File: src/rtl/psram_arbiter.sv
// Two-port round-robin arbiter in front of one PsramController command port.
// Keeps one transaction in flight, bounds each one with a timeout, and returns
// a per-port ack, an error flag and the captured read data.
module psram_arbiter #(
  parameter int unsigned TIMEOUT   = 32,   // max WAIT cycles before abort (<= 255)
  parameter bit          INIT_WAIT = 1'b1  // hold grants until controller busy first drops
) (
  input  logic        clk,
  input  logic        reset,
  input  logic        p0_req,
  input  logic        p0_we,
  input  logic        p0_byte_we,
  input  logic [21:0] p0_addr,
  input  logic [15:0] p0_wdata,
  output logic        p0_ack,
  output logic        p0_err,
  output logic [15:0] p0_rdata,
  input  logic        p1_req,
  input  logic        p1_we,
  input  logic        p1_byte_we,
  input  logic [21:0] p1_addr,
  input  logic [15:0] p1_wdata,
  output logic        p1_ack,
  output logic        p1_err,
  output logic [15:0] p1_rdata,
  output logic        mem_read,
  output logic        mem_write,
  output logic        mem_byte_write,
  output logic [21:0] mem_addr,
  output logic [15:0] mem_din,
  input  logic [15:0] mem_dout,
  input  logic        mem_busy,
  output logic        grant
);

  typedef enum logic [2:0] {
    S_INIT,
    S_IDLE,
    S_ISSUE,
    S_WAIT,
    S_DONE
  } state_t;

  localparam state_t     RESET_STATE = INIT_WAIT ? S_INIT : S_IDLE;
  localparam logic [7:0] TIMEOUT_CNT = 8'(TIMEOUT);

  state_t     state;
  state_t     state_next;
  logic       last;       // port served by the previous transaction
  logic       we;         // direction of the transaction in flight
  logic       err;        // outcome of the transaction in flight
  logic [7:0] wcnt;       // cycles spent in WAIT, saturating
  logic       take;       // a grant is made this cycle
  logic       pick;       // port chosen when take is high
  logic       done_ok;    // controller finished
  logic       done_to;    // transaction timed out

  // State register; an asserted reset aborts any transaction immediately.
  // NOTE: sequential state uses non-blocking assignments so every flop samples
  // the values from before the edge, independent of statement order.
  always_ff @(posedge clk or posedge reset) begin
    if (reset) state <= RESET_STATE;
    else       state <= state_next;
  end

  // Next-state decode, grant choice and the one-cycle strobes.
  // NOTE: every signal gets a default first so no path leaves it unassigned,
  // which would otherwise infer a latch.
  always_comb begin
    state_next = state;
    take       = 1'b0;
    pick       = grant;
    done_ok    = 1'b0;
    done_to    = 1'b0;
    mem_read   = 1'b0;
    mem_write  = 1'b0;
    p0_ack     = 1'b0;
    p1_ack     = 1'b0;
    p0_err     = 1'b0;
    p1_err     = 1'b0;
    unique case (state)
      S_INIT: begin
        if (!mem_busy) state_next = S_IDLE;
      end
      S_IDLE: begin
        if (p0_req && p1_req) begin
          take = 1'b1;
          pick = ~last;
        end else if (p0_req || p1_req) begin
          take = 1'b1;
          pick = p1_req;
        end
        if (take) state_next = S_ISSUE;
      end
      S_ISSUE: begin
        mem_write  = we;
        mem_read   = ~we;
        state_next = S_WAIT;
      end
      S_WAIT: begin
        // Busy is only raised the cycle after the pulse, so ignore it at wcnt 0.
        done_ok = (wcnt != 8'd0) && !mem_busy;
        done_to = (wcnt == TIMEOUT_CNT);
        if (done_ok || done_to) state_next = S_DONE;
      end
      S_DONE: begin
        p0_ack     = ~grant;
        p1_ack     = grant;
        p0_err     = ~grant & err;
        p1_err     = grant & err;
        state_next = S_IDLE;
      end
      default: state_next = RESET_STATE;
    endcase
  end

  // Command latch, wait counter, completion status, read data and fairness.
  always_ff @(posedge clk or posedge reset) begin
    if (reset) begin
      grant          <= 1'b0;
      last           <= 1'b1;
      we             <= 1'b0;
      err            <= 1'b0;
      wcnt           <= 8'd0;
      mem_byte_write <= 1'b0;
      mem_addr       <= '0;
      mem_din        <= '0;
      p0_rdata       <= '0;
      p1_rdata       <= '0;
    end else begin
      if (take) begin
        grant          <= pick;
        we             <= pick ? p1_we      : p0_we;
        mem_byte_write <= pick ? p1_byte_we : p0_byte_we;
        mem_addr       <= pick ? p1_addr    : p0_addr;
        mem_din        <= pick ? p1_wdata   : p0_wdata;
      end
      if (state == S_ISSUE)                         wcnt <= 8'd0;
      else if (state == S_WAIT && wcnt != 8'hFF)    wcnt <= wcnt + 8'd1;
      if (done_ok || done_to) begin
        // Completion takes priority over a coincident timeout.
        err <= ~done_ok;
        if (done_ok && !we) begin
          if (grant) p1_rdata <= mem_dout;
          else       p0_rdata <= mem_dout;
        end
      end
      if (state == S_DONE) last <= grant;
    end
  end

endmodule

File: config.mk
export PLATFORM = sky130hd
export DESIGN_NAME = psram_arbiter
export DESIGN_NICKNAME = d
export VERILOG_FILES = /design/src/rtl/psram_arbiter.sv
export SDC_FILE = /design/constraint.sdc
export NUM_CORES = 1
export LEC_CHECK = 0
export ABC_AREA = 1
export CAP_MARGIN = 20
export CORE_ASPECT_RATIO = 0.5
export CORE_MARGIN = 2
export CORE_UTILIZATION = 42
export CTS_BUF_LIST = sky130_fd_sc_hd__clkbuf_4 sky130_fd_sc_hd__clkbuf_8
export DETAILED_ROUTE_END_ITERATION = 10
export PLACE_DENSITY_LB_ADDON = 0.25
export SLEW_MARGIN = 10
export SYNTH_ARGS = -nofsm -noshare
export SYNTH_HDL_FRONTEND = slang
export SYNTH_SLANG_ARGS = --single-unit
File: constraint.sdc
create_clock -name clk -period 3.9 [get_ports clk]
set_input_delay 0.78 -clock clk [delete_from_list [all_inputs] [get_ports clk]]
set_output_delay 0.78 -clock clk [all_outputs]
set_load 0.005 [all_outputs]
==> results.yml, run 1 <==
cts:
  cts-root-to-sink-buffers: 2
  ctsResizeCount: 0
  cts_hold_repair.buffers: 0
  post-cts-setup-buffers: 0
  cts_inserted_buffers: 9
  clock_slew_at_the_register_clock_pins_of_the_worst_setup_and_hold_paths_ps: 90
  clock_tree.root_cell: "clkbuf_8"
  clock_tree.htree_level_count: 3
  tritoncts_clock_tree: "yes"
  cts_sinks: 86
  worst_skew_pair.late_latency_ps: 360
routing:
  route.met2.wl_um: 5880
  met1_length_um: 5300
  drt-total-wl_um: 12100
  top_signal_layer_used: "met4"
  viasPerCell: 4.77
  routed_length_on_met3_um: 673
  remaining_drc_errors: 0
  via_count: 4402
  firstDrtPassIters: 5
  routed_wire_length_per_instance_um: 13.1
  ant_nets: 0
  first_iter_violations: 194
timing:
  finalCritPeriodShare_pct: 79.7
  report.final.hold_viol_count: 0
  setup_viol: 0
  max_freq_mhz: 322
  skew_ps: 10.7
  slew-limit-headroom_pct: 41.8
  finalWorstPathRequiredPeriod_ps: 3110
  rsz0062_at_grt: "no"
  setup_ws_ps: 792
  max_slew.worst_pin.slew_ps: 872
  finalMaxSlewViolations: 0
  totalNegativeSetupSlack_ps: 0
finish:
  final_common_cell: "nand2_1"
  drive_gt1_share_pct: 4.73
  area_growth_syn_to_layout_pct: 47.5
  antenna-diode-count: 0
  design.final.nets: 881
  layout.cell_area.non_filler_sq_um: 6520
  final-instance-count-excl-fill: 923
  mostFrequentLayoutCells: "nand2_1, clkdlybuf4s50_1, nand3_1, inv_1, dfrtp_1"
global_routing:
  antenna_found_initial: 0
  globalRoute.totalOverflow: 0
  grt_max_degree: 50
  via_count_of_the_first_global_routing_pass: 4166
  grt_first_pass_wirelength_um: 19700
  gr-usage-all-layers_pct: 21.5
logic_synthesis:
  yosys_warnings: 0
  syn_area_sq_um: 4420
  synth_seq_area_share_pct: 48.7
  asyncSetResetFlopFracSynth_pct: 100
  synth-edff-count: 0
  yosys_register_bits: 86
  synth.net_count: 712
  synth_cells: 609
  synth-main-ff-cell: "dfrtp_1"
  syn_area_per_cell_sq_um: 7.26
  post_synth_num_cell_types: 26
setup_path:
  timing.critical_path.arrival_ps: 2330
  critical_path.top_delay_family: "buffers and inverters"
  crit_type: "reg -> out"
  worstPathCellList: "nor3_2 > clkinv_1 > nor2_1 > clkdlybuf4s50_1"
  worstSetupStartpointType: "flip-flop"
  crit_path_top_delay_cell: "clkdlybuf4s50_1"
  cp_slowest_stage_delay_ps: 520
  cp_buf_inv_count: 2
  cp_endpoint_kind: "output port"
  cp_max_fo: 9
  worst-endpoint-required_ps: 3120
die:
  ios: 179
  floorplan.die_area_sq_um: 11400
  placementRows: 26
  start_util_pct: 43.3
  die-height_um: 76.5
  core_area_sq_um: 10200
  floorplan.die.width_um: 149
pwr:
  irDropWorstVdd_mv: 0.288
  p_leak_nw: 3.42
  power-per-cell-area_nw_per_um2: 642
  power_mw: 4.18
place:
  placed_cells: 907
  buffer_ports.inserted: 178
  place.detailed.hpwl_um: 8570
  worst_slack_at_placement_ps: 979
  post_dp_cell_area_sq_um: 6320
  place_congestion: 0.892
outcome:
  outcome: "finished clean"
min_path:
  worstHoldPathType: "reg -> reg"
run:
  max_cap_violations: 0
layer usage:
| layer | GRT usage [%] | vias to the layer above |
|---|---|---|
| li1 | - | 2207 |
| met1 | 27.0 | 2045 |
| met2 | 36.5 | 132 |
| met3 | 6.11 | 18 |
| met4 | 6.00 | 0 |
| met5 | 0 | - |
report_power, final:
part,total [mW],internal (mW),switching [mW],leakage [nW]
combinational,2.09,1.02,1.07,2.23
sequential,1.48,1.26,0.217,1.09
clock,0.621,0.253,0.369,0.101
logic make-up (layout without fill, tap and decap cells):
family | Yosys count | after routing | synth area share, %
AND/OR/NAND/NOR | 380 | 380 | 37.3
flip-flops | 86 | 86 | 48.7
buffers and inverters | 132 | 306 | 11.9
AO/OA/AOI/OAI | 6 | 6 | 0.878
XOR/XNOR | 3 | 3 | 0.595
adder cells (fa/ha/maj) | 2 | 2 | 0.566
cell usage after synthesis, types with 2 or more instances:
master / count / area, sq um
inv_1: 101 / 379
nor3_1: 4 / 20.0
buf_2: 12 / 60.1
xor2_1: 3 / 26.3
dfrtp_1: 85 / 2130
nor3_4: 2 / 32.5
nand2_1: 221 / 830
clkbuf_1: 13 / 48.8
buf_4: 4 / 30.0
o21ai_0: 2 / 10.0
nand4_1: 7 / 43.8
ha_1: 2 / 25.0
nand3b_1: 2 / 15.0
nor2_1: 20 / 75.1
nand3_1: 120 / 601
sequential cells by signal, summed over array words and instances, names as in the netlist:
name / cells
err: 1
p0_rdata: 16
mem_din: 16
last: 1
mem_byte_write: 1
p1_rdata: 16
state: 3
mem_addr: 22
grant: 1
we: 1
wcnt: 8
worst paths after layout:
path,startpoint,end,slack [ps],cells after the start
max,state[2],mem_read,790,4
min,mem_addr[0],mem_addr[0],480,2
max reg2reg,state[2],mem_byte_write,1400,7
min reg2reg,mem_addr[0],mem_addr[0],480,2
max in group asynchronous,reset,mem_din[1],2240,3
min in group asynchronous,reset,p1_rdata[13],880,2
worst min-delay path: cells and delay by family, from the launching register on:
family	cells	cell delay [ps]
flops	1	350
simple gates	2	100
through the flow:
step           util, %  hold slack (ps)
6_report          63.8              482
3_5_place_dp      61.9              465
4_1_cts           63.8              489
2_1_floorplan        -              452
3_3_place_gp      61.9              462
5_1_grt           63.8              505
final cells by class:
cell class,instances,area [sq um]
clock buffers,9,124
clock inverters,7,73.8
fillers,924,3700
inverters,103,388
multi-input cells,391,1750
flip-flops and latches,86,2150
well taps,140,175
repair buffers,187,1850
No activity file was read; power rests on OpenSTA's default activity.
==> run 2, diff against run 1 <==
==> constraint.sdc (replaced) <==
create_clock -name clk -period 3.2 [get_ports clk]
set_input_delay 0.64 -clock clk [delete_from_list [all_inputs] [get_ports clk]]
set_output_delay 0.64 -clock clk [all_outputs]
set_load 0.005 [all_outputs]
==> results.yml, run 2 (synthesis gave the netlist of run 1 again) <==
timing:
  max_slew.worst_pin.slew_ps: 785
  finalWorstPathRequiredPeriod_ps: 2950
  hold_slack_ps: 482
  setup_ws_ps: 249
  finalCritPeriodShare_pct: 92.2
  totalNegativeSetupSlack_ps: 0
  setup_viol: 0
  report.final.hold_viol_count: 0
  slew-limit-headroom_pct: 47.5
  finalMaxSlewViolations: 0
  rsz0062_at_grt: "no"
  skew_ps: 13.3
  max_freq_mhz: 339
die:
  floorplan.die.width_um: 149
  ios: 179
  floorplan.die_area_sq_um: 11400
  core_area_sq_um: 10200
  placementRows: 26
  start_util_pct: 43.3
  die-height_um: 76.5
finish:
  antenna-diode-count: 0
  final_common_cell: "nand2_1"
  design.final.nets: 882
  largest-register: "mem_addr"
  area_growth_syn_to_layout_pct: 48.1
  drive_gt1_share_pct: 4.85
  final-instance-count-excl-fill: 924
  mostFrequentLayoutCells: "nand2_1, clkdlybuf4s50_1, nand3_1, inv_1, dfrtp_1"
  layout.cell_area.non_filler_sq_um: 6550
  largest_register_ff_count: 22
  fillers: 885
  fin_util_pct: 64.1
cts:
  cts-root-to-sink-buffers: 2
  cts_inserted_buffers: 9
  cts_sinks: 86
  clock_tree.htree_level_count: 3
  post-cts-setup-buffers: 0
  tritoncts_clock_tree: "yes"
  clock_tree.root_cell: "clkbuf_8"
  clock_slew_at_the_register_clock_pins_of_the_worst_setup_and_hold_paths_ps: 90
  worst_skew_pair.late_latency_ps: 350
  ctsResizeCount: 0
  cts_hold_repair.buffers: 0
outcome:
  outcome: "finished clean"
place:
  place.detailed.hpwl_um: 8310
  placed_cells: 908
  buffer_ports.inserted: 178
  post_dp_cell_area_sq_um: 6350
  worst_slack_at_placement_ps: 612
  place_congestion: 0.886
routing:
  firstDrtPassIters: 4
  routed_wire_length_per_instance_um: 12.5
  drt-total-wl_um: 11500
  first_iter_violations: 172
  ant_nets: 0
  remaining_drc_errors: 0
  viasPerCell: 4.65
  via_count: 4297
pwr:
  power-per-cell-area_nw_per_um2: 778
  p_leak_nw: 3.43
  power_mw: 5.09
  irDropWorstVdd_mv: 0.317
global_routing:
  globalRoute.totalOverflow: 0
  gr-usage-all-layers_pct: 21.0
  antenna_found_initial: 0
  via_count_of_the_first_global_routing_pass: 4054
  grt_max_degree: 41
  grt_first_pass_wirelength_um: 19300
setup_path:
  worstPathCellList: "nor3_2 > clkinv_1 > nor2_1 > clkdlybuf4s50_1"
  cp_endpoint_kind: "output port"
  cp-startpoint: "state[2]"
  reg2regPathDepth: 10
  worst-endpoint-required_ps: 2560
  cp_max_fo: 9
  crit_path_top_delay_cell: "clkdlybuf4s50_1"
  crit-reg2reg-launch: "wcnt[0]"
  worstSetupStartpointType: "flip-flop"
  cp_slowest_stage_delay_ps: 530
  crit_type: "reg -> out"
  timing.critical_path.arrival_ps: 2310
run:
  max_cap_violations: 0
min_path:
  worstHoldPathType: "reg -> reg"
  holdCritStartpoint: "mem_byte_write"
  hold_path_depth: 2
-- run 2: path summary, 6_finish.rpt --
check	to	slack, ps
max	mem_write	250
min	mem_byte_write	480
max reg2reg	p1_rdata[11]	1130
min reg2reg	mem_byte_write	480
max in group asynchronous	wcnt[6]	1950
min in group asynchronous	p0_rdata[12]	560
-- run 2: metal layers --
layer | routed length, um | GRT usage (%) | up-vias
li1 | - | - | 2207
met1 | 5100 | 26.4 | 1960
met2 | 5560 | 35.1 | 116
met3 | 657 | 6.11 | 14
met4 | 189 | 6.48 | 0
met5 | 0 | 0 | -
-- run 2: critical path: cells and delay by family, from the launching register on --
family | cells | cell delay (ps)
buffers and inverters | 2 | 870
and+or+nand+nor | 2 | 620
DFF | 1 | 480
-- run 2: cell type report --
cell class,instances,area [sq um],area share [%]
Inverter,103,388,5.93
Multi-Input combinational cell,391,1750,26.8
Clock inverter,7,70.1,1.07
Timing Repair Buffer,188,1880,28.8
Tap cell,140,175,2.68
Clock buffer,9,124,1.89
Sequential cell,86,2150,32.9
-- run 2: report_power, final --
| part | internal (mW) | switching (mW) | leakage [nW] |
|---|---|---|---|
| sequential | 1.53 | 0.278 | 1.09 |
| combinational | 1.27 | 1.28 | 2.24 |
| clock | 0.301 | 0.429 | 0.0947 |
==> run 3, diff against run 2 <==
==> constraint.sdc (replaced) <==
create_clock -name clk -period 3.55 [get_ports clk]
set_input_delay 0.71 -clock clk [delete_from_list [all_inputs] [get_ports clk]]
set_output_delay 0.71 -clock clk [all_outputs]
set_load 0.005 [all_outputs]
==> results.yml, run 3 (synthesis gave the netlist of run 1 again) <==
cts:
  clock_slew_at_the_register_clock_pins_of_the_worst_setup_and_hold_paths_ps: 90
  post-cts-setup-buffers: 0
  clock_tree.htree_level_count: 3
  cts_inserted_buffers: 9
  cts_sinks: 86
  cts-root-to-sink-buffers: 2
  worst_skew_pair.late_latency_ps: 360
  clock_tree.root_cell: "clkbuf_8"
  cts_hold_repair.buffers: 0
  tritoncts_clock_tree: "yes"
  ctsResizeCount: 0
finish:
  multiInputGateArea_sq_um: 1750
  design.final.nets: 882
  final_common_cell: "nand2_1"
  largest-register: "mem_addr"
  final-instance-count-excl-fill: 924
  mostFrequentLayoutCells: "nand2_1, clkdlybuf4s50_1, nand3_1, inv_1, dfrtp_1"
  layout.area.seq_sq_um: 2150
  antenna-diode-count: 0
  drive_gt1_share_pct: 4.85
  largest_register_ff_count: 22
  area_growth_syn_to_layout_pct: 48.0
  fillers: 932
pwr:
  power-per-cell-area_nw_per_um2: 707
  irDropWorstVdd_mv: 0.304
  p_leak_nw: 3.42
timing:
  totalNegativeSetupSlack_ps: 0
  setup_viol: 0
  finalCritPeriodShare_pct: 85.4
  rsz0062_at_grt: "no"
  max_freq_mhz: 330
  skew_ps: 12.3
  slew-limit-headroom_pct: 44.0
  report.final.hold_viol_count: 0
  max_slew.worst_pin.slew_ps: 838
  finalWorstPathRequiredPeriod_ps: 3030
  finalMaxSlewViolations: 0
setup_path:
  cp_slowest_stage_delay_ps: 520
  crit_type: "reg -> out"
  worstSetupStartpointType: "flip-flop"
  cp_endpoint_kind: "output port"
  worstPathCellList: "nor3_2 > clkinv_1 > nor2_1 > clkdlybuf4s50_1"
  cp_max_fo: 9
  timing.critical_path.arrival_ps: 2320
  crit_path_top_delay_cell: "clkdlybuf4s50_1"
  worst-endpoint-required_ps: 2840
routing:
  ant_nets: 0
  remaining_drc_errors: 0
  drt-total-wl_um: 11900
  first_iter_violations: 255
  routed_wire_length_per_instance_um: 12.9
  firstDrtPassIters: 4
  viasPerCell: 4.75
  via_count: 4390
run:
  max_cap_violations: 0
global_routing:
  grt_first_pass_wirelength_um: 19900
  grt_max_degree: 51
  via_count_of_the_first_global_routing_pass: 4184
  antenna_found_initial: 0
  gr-usage-all-layers_pct: 21.7
  globalRoute.totalOverflow: 0
place:
  buffer_ports.inserted: 178
  place.detailed.hpwl_um: 8490
  place_congestion: 0.898
  placed_cells: 908
die:
  ios: 179
  start_util_pct: 43.3
  die-height_um: 76.5
  placementRows: 26
  floorplan.die.width_um: 149
  core_area_sq_um: 10200
  floorplan.die_area_sq_um: 11400
outcome:
  outcome: "finished clean"
min_path:
  worstHoldPathType: "reg -> reg"
## run 3: worst paths after layout
check                                start      endpoint  slack [ps]  cells after the start
worst max-delay path              state[2]     mem_write         520                      4
worst min-delay path            mem_din[3]    mem_din[3]         480                      2
worst max register to register       grant    mem_din[5]        1280                      8
worst min register to register  mem_din[3]    mem_din[3]         480                      2
max in group asynchronous            reset          last        2110                      3
min in group asynchronous            reset  mem_addr[13]         740                      2
## run 3: metal layers
metal | share of wire [%] | vias up | GRT usage, %
met2 | 50 | 117 | 36.5
met5 | 0 | - | 0
li1 | - | 2201 | -
met4 | 1.7 | 0 | 5.90
met1 | 43 | 2054 | 27.7
met3 | 5.9 | 18 | 5.81
## run 3: final cells by class
| cell class | instances | area share [%] |
|---|---|---|
| clock inverters | 7 | 1.22 |
| repair buffers | 188 | 28.6 |
| flip-flops and latches | 86 | 32.9 |
| well taps | 140 | 2.68 |
| multi-input cells | 391 | 26.8 |
| inverters | 103 | 5.93 |
| clock buffers | 9 | 1.89 |
## run 3: critical path: cells and delay by family (launching register included)
kind / cells / cell delay, ps
buffers and inverters: 2 / 870
flip-flops: 1 / 480
AND/OR/NAND/NOR: 2 / 610
## run 3: where the power goes
group / switching (mW) / internal (mW) / leakage [nW]
sequential: 0.236 / 1.38 / 1.09
clock: 0.377 / 0.333 / 0.0964
combinational: 1.17 / 1.13 / 2.24
## run 3: through the flow
| stage | power, mW | utilization, % | instance area [sq um] | worst slack (ps) | hold WS [ps] |
|---|---|---|---|---|---|
| after floorplan | 2.78 | - | 4420 | 620 | 452 |
| after global placement | 3.90 | 62.1 | 6340 | 984 | 461 |
| after detailed placement | 3.96 | 62.1 | 6340 | 883 | 464 |
| after CTS | 4.69 | 64.0 | 6540 | 473 | 487 |
| after global routing | 5.01 | 64.0 | 6540 | 400 | 502 |
| final | 4.63 | 64.0 | 6540 | 520 | 483 |
